[src/rtl/reg_file_rd2_wr1.sv]
// rtl/reg_file_rd2_wr1.sv - 2-read/1-write register file, x0 hardwired to zero, write bypass, registered debug port
module reg_file_rd2_wr1 #(
  parameter int XLEN = 32,
  parameter int NREG = 32,
  parameter int AW   = 5
) (
  input  logic            clk,
  input  logic            rst,
  input  logic [AW-1:0]   rs1_addr,
  output logic [XLEN-1:0] rs1_data,
  input  logic [AW-1:0]   rs2_addr,
  output logic [XLEN-1:0] rs2_data,
  input  logic            wr_en,
  input  logic [AW-1:0]   wr_addr,
  input  logic [XLEN-1:0] wr_data,
  input  logic [AW-1:0]   dbg_addr,
  output logic [XLEN-1:0] dbg_data,
  output logic            dbg_valid
);

  logic [XLEN-1:0] regs_q [NREG];
  logic [XLEN-1:0] regs_d [NREG];
  logic [XLEN-1:0] dbg_data_q;
  logic [XLEN-1:0] dbg_data_d;
  logic            dbg_valid_q;
  logic            dbg_valid_d;

  always_comb begin
    for (int i = 0; i < NREG; i++) begin
      regs_d[i] = regs_q[i];
    end
    if (wr_en && (wr_addr != '0)) begin
      regs_d[wr_addr] = wr_data;
    end
    // Entry 0 never holds anything but zero, whatever was addressed above.
    regs_d[0]   = '0;
    dbg_data_d  = regs_q[dbg_addr];
    dbg_valid_d = 1'b1;
  end

  always_ff @(posedge clk) begin
    if (!rst) begin
      for (int i = 0; i < NREG; i++) begin
        regs_q[i] <= '0;
      end
      dbg_data_q  <= '0;
      dbg_valid_q <= 1'b0;
    end else begin
      for (int i = 0; i < NREG; i++) begin
        regs_q[i] <= regs_d[i];
      end
      dbg_data_q  <= dbg_data_d;
      dbg_valid_q <= dbg_valid_d;
    end
  end

  // Writeback bypass lets an instruction read a value retiring in the same cycle.
  assign rs1_data = (!rst || (rs1_addr == '0)) ? '0 :
                    (wr_en && (wr_addr == rs1_addr)) ? wr_data : regs_q[rs1_addr];
  assign rs2_data = (!rst || (rs2_addr == '0)) ? '0 :
                    (wr_en && (wr_addr == rs2_addr)) ? wr_data : regs_q[rs2_addr];

  assign dbg_data  = dbg_data_q;
  assign dbg_valid = dbg_valid_q;

endmodule

[config.mk]
export PLATFORM = sky130hd
export DESIGN_NAME = reg_file_rd2_wr1
export DESIGN_NICKNAME = d
export VERILOG_FILES = /design/src/rtl/reg_file_rd2_wr1.sv
export SDC_FILE = /design/constraint.sdc
export NUM_CORES = 2
export LEC_CHECK = 0
export ABC_AREA = 0
export CAP_MARGIN = 30
export CORE_MARGIN = 3
export CORE_UTILIZATION = 45
export CTS_BUF_LIST = sky130_fd_sc_hd__clkbuf_8 sky130_fd_sc_hd__clkbuf_16
export CTS_CLUSTER_DIAMETER = 150
export CTS_CLUSTER_SIZE = 16
export DETAILED_ROUTE_END_ITERATION = 8
export PLACE_DENSITY = 0.63
export SLEW_MARGIN = 5
export SYNTH_ARGS = -nofsm -noshare
export SYNTH_HDL_FRONTEND = slang
export SYNTH_SLANG_ARGS = --single-unit
export TNS_END_PERCENT = 100
[constraint.sdc]
create_clock -name clk -period 2.7 [get_ports clk]
set_input_delay 0.405 -clock clk [delete_from_list [all_inputs] [get_ports clk]]
set_output_delay 0.405 -clock clk [all_outputs]
set_load 0.01 [all_outputs]
# [Word-level counts from Yosys, hierarchy flattened]
# Memories as Yosys holds them, arrays and structs flattened. A register that Yosys moved wholly into a read port is not among the register bits.
# Index checks and enable logic that the tools add are counted.
[word_totals] mem_bits_rw=1024 regBits=1 in_bits=55 mem_count=1
[mem_list] memory="regs_q" depth=32 width=32 rd=35 rd_ports_with_merged_regs=1 write_ports=32 line="21" rtl="logic [XLEN-1:0] regs_q [NREG];"
[op_classes] n_mux=42 n_reduce_logical=11 n_bitwise=33 n_eq_ne=2 n_lt_le_gt_ge=2
[op_table] operator="$mux 32" count=37
[op_table] operator="$bwmux 1024" count=1
[op_table] operator="$mux 992" count=1
[op_table] operator="$demux 32 s5" count=1
[op_table] operator="$or 1x1->1" count=32
[op_table] operator="$eq 5x5->1" count=2
[op_table] operator="$logic_not 5->1" count=2
[op_table] operator="$ge 6x6->1 const B" count=1
[op_table] operator="$lt 6x1->1 const B" count=1
[op_table] operator="$not 5->6" count=1
[op_table] operator="$reduce_bool 5->1" count=1
[op_table] operator="$logic_and 1x1->1" count=4
[op_table] operator="$logic_not 1->1" count=2
[op_table] operator="$logic_or 1x1->1" count=2
[op_table] operator="$mux 1" count=2

# [Logic depth before layout (Yosys ltp)]
[logic_depth] depth_word=8 ltp_mapped=9 mapped_depth_nobuf=5

# [Worst setup path after synthesis]
# OpenSTA, ideal clock, no wires.
[synth_path] path_type="input to output" from="input port rs2_addr[0]" to="output port rs2_data[16]" t_arrival_ns=2.164 path_slack_ns=0.131 cell_stages=7 path_buffers=3 path_cell_list="buf_2 > buf_2 > buf_2 > mux4_2 > o2bb2ai_1 > nor3_1 > a211o_1"
[synth_between] elab_chain_cells=4
[synth_rtl] item="start, declared" line="11" rtl="input logic [AW-1:0] rs2_addr,"
[synth_rtl] item="parallel branches: the longest is 3 deep, another holds $mem_v2 32x32"
[synth_rtl] item="$mux 32 *" line="60" rtl="assign rs2_data = (!rst || (rs2_addr == '0)) ? '0 :"
[synth_rtl] item="end, declared" line="12" rtl="output logic [XLEN-1:0] rs2_data,"
# Mark *: on every way between the ends.

==> results.yml <==
clock_network:
  cts.sinks: 1025
  clock_path_buffers: 3
  cts_made_buffers: 74
  clk_latency_ps: 720
  root_buffer: "clkbuf_16"
  h-tree-depth: 3
  clkTransAtPathRegs_ps: 80
  cts_tree: "done"
setup_path:
  required_ps: 2300
  critPathKind: "flip-flop to primary output"
  critPathCapture: "rs1_data[16]"
  reg2reg_depth: 7
  reg2reg_from: "regs_q[31][5]"
  path_max_fanout: 2
  cp.arrival_ps: 2690
  r2r_setup_slack_ps: 500
  worstSetupStartpointType: "flip-flop"
  critPathLaunch: "regs_q[31][16]"
  worstSetupEndpointType: "primary output"
  r2r-end: "dbg_data[5]"
pwr:
  p_leak_nw: 26.7
  power_mw: 31.7
  ir_drop_mv: 0.448
  power_density_mw_per_mm2: 411
detailed_routing:
  viasPerCell: 6.88
  drt.antenna.violating_nets: 0
  avgRoutedWirePerCell_um: 33.6
  wl_um: 292000
  drc: 0
  dr_total_vias: 59800
  drtIter0Drc: 9293
  dr.pass1.iters: 8
run:
  timing.max_cap.violations: 0
finish:
  design_area_mm2: 0.0772
  drive_gt1_frac: 0.360
  layout_commonest_cell: "nand2_1"
  nets: 6940
  final_util: 0.566
  fin_cells: 8683
  area_growth_pct: 23.7
  layout_common_cells: "2017 x nand2_1, 799 x a21boi_1, 719 x dfxtp_1, 717 x mux4_2, 623 x buf_4"
  n_fill_cell: 11500
logic_synthesis:
  synth_edf_count: 0
  syn-num-nets: 6525
  synthDistinctLibCells: 59
  synthFlopType: "dfxtp_1"
  synth_warnings: 0
  synth_async_sr_flop_share: 0
  syn_inst: 6470
  syn_area_per_cell_um2: 9.64
  synth_top_area_share: 0.329
  synth_area_leader_cell: "dfxtp_1"
  ys_top_cells_by_area: "dfxtp_1 33%, mux4_2 26%, nand2_1 12%"
  ys_ff_latch: 1025
  synth.yosys.seq_area_share: 0.329
  syn_area_mm2: 0.0624
min_path:
  min_path_type: "primary input to flip-flop"
floorplan:
  die_area_mm2: 0.143
  core-area_mm2: 0.136
  fp-row-count: 135
  initial_utilization: 0.457
  io_pins: 152
  die_x_um: 378
  die_y_um: 378
outcome:
  violations: "negative setup slack"
  status: "finished, violations left"
global_route:
  grt_usage: 0.397
  grt-ovfl-total: 0
  antenna_found_initial: 11
  met2_usage: 0.556
  grt.busiest_layer: "met2"
  grt_pass1_wl_um: 411000
  grt_pass1_vias: 56400
  global_route.usage.met3: 0.151
  grtUsageMet1: 0.508
  grt_max_degree: 149
timing:
  worst_pin_slew_ps: 1030
  tns_ps: -10600
  skew_ps: 25.5
  drv_slew: 0
  setup_violations: 64
  relSlewSlack: 0.316
  rsz0062_at_grt: "yes"
  finalCriticalPeriod_ps: 3090
  fin_crit_sh: 1.14
  layout_setup_ws_ps: -390
  hold_ws_ps: 39.8
  hold_viol: 0
  max_freq_mhz: 324
place:
  placed_cells: 8461
  dpl_cell_area_mm2: 0.0719
  hpwl_um: 186000
  portBuffers: 151
  finalWeightedCongestion: 1.00
  place_ws_ps: -944
## routing by layer
layer	vias to the layer above	wire (um)	part of all wire
met5	-	80	0.00027
met4	6	23100	0.079
met2	5111	120000	0.41
met1	29400	103000	0.35
li1	24000	-	-
met3	1226	46300	0.16
## cell type report
cell class	instances	area, um^2	area share
multi-input cells	4704	40300	0.522
flip-flops and latches	1025	20900	0.271
repair buffers	1073	11700	0.152
well taps	1781	2230	0.0289
clock buffers	75	1880	0.0243
clock inverters	8	83.8	0.00109
inverters	7	26.3	0.000340
diodes	10	25.0	0.000324
## registers in the layout (all words and copies together) (netlist names)
register,cells
dbg_data,32
dbg_valid,1
regs_q,992
## critical path, stage by stage, from the launching register on
cell and delay [ps]:
dfxtp_2 330, mux4_2 460, mux4_2 630, nand3_2 120, o211ai_1 90, buf_4 190, buf_6 130
## power breakdown
part	switching [mW]	internal (mW)	total (mW)
registers	0.109	15.2	15.3
logic	3.08	2.31	5.39
clock network	5.98	5.00	11.0
total	9.17	22.5	31.7
## cells by family after synthesis
logic type | synth area share
multiplexers | 0.300
XOR/XNOR | 0.00140
flip-flops | 0.329
AO/OA/AOI/OAI | 0.168
AND/OR/NAND/NOR | 0.149
buffers and inverters | 0.0517
## worst min-delay path by stage
stage / from / end / cells past startpoint
3_3_place_gp: regs_q[15][27] / regs_q[15][27] / 2
5_1_grt: rst / regs_q[25][30] / 2
2_1_floorplan: rst / dbg_valid / 0
3_5_place_dp: regs_q[26][29] / regs_q[26][29] / 2
6_report: rst / regs_q[25][30] / 2
4_1_cts: rst / regs_q[26][30] / 2
## cell usage after synthesis (2+ instances only)
cell       instances
a2111oi_0          7
a211o_1           29
a211oi_1          74
a21boi_0         193
a21boi_1         800
a21oi_1           43
a221o_1            6
a221oi_1          93
a22oi_1            4
a31oi_1            2
and2_1             5
buf_1             33
buf_2            123
buf_4             50
buf_6             11
clkbuf_1         512
clkbuf_2           4
dfxtp_1         1025
inv_1              6
mux2_2           105
mux2i_1          134
mux4_1             2
mux4_2           717
nand2_1         2050
nand2b_1           6
nand3_1           15
nand3b_1           2
nor2_1            90
nor2b_1          117
nor3_1            52
nor3b_1            3
o211ai_1          12
o21ai_0            7
o21ai_1            5
o21bai_1           2
o221ai_1          22
o22ai_1           12
o2bb2ai_1         29
o31ai_1            3
o32ai_1           33
or2_2              5
or3_1              2
xnor2_1            9
## what timing repair did
action                     4_1_cts  5_1_grt
resized for setup              692      248
hold buffers                     1        0
setup endpoints to repair       64       64
pin swaps                      136       87
buffers inserted               109       36
hold endpoints to repair         4        0
gates cloned                     4        8
(Power assumes the default switching activity.)
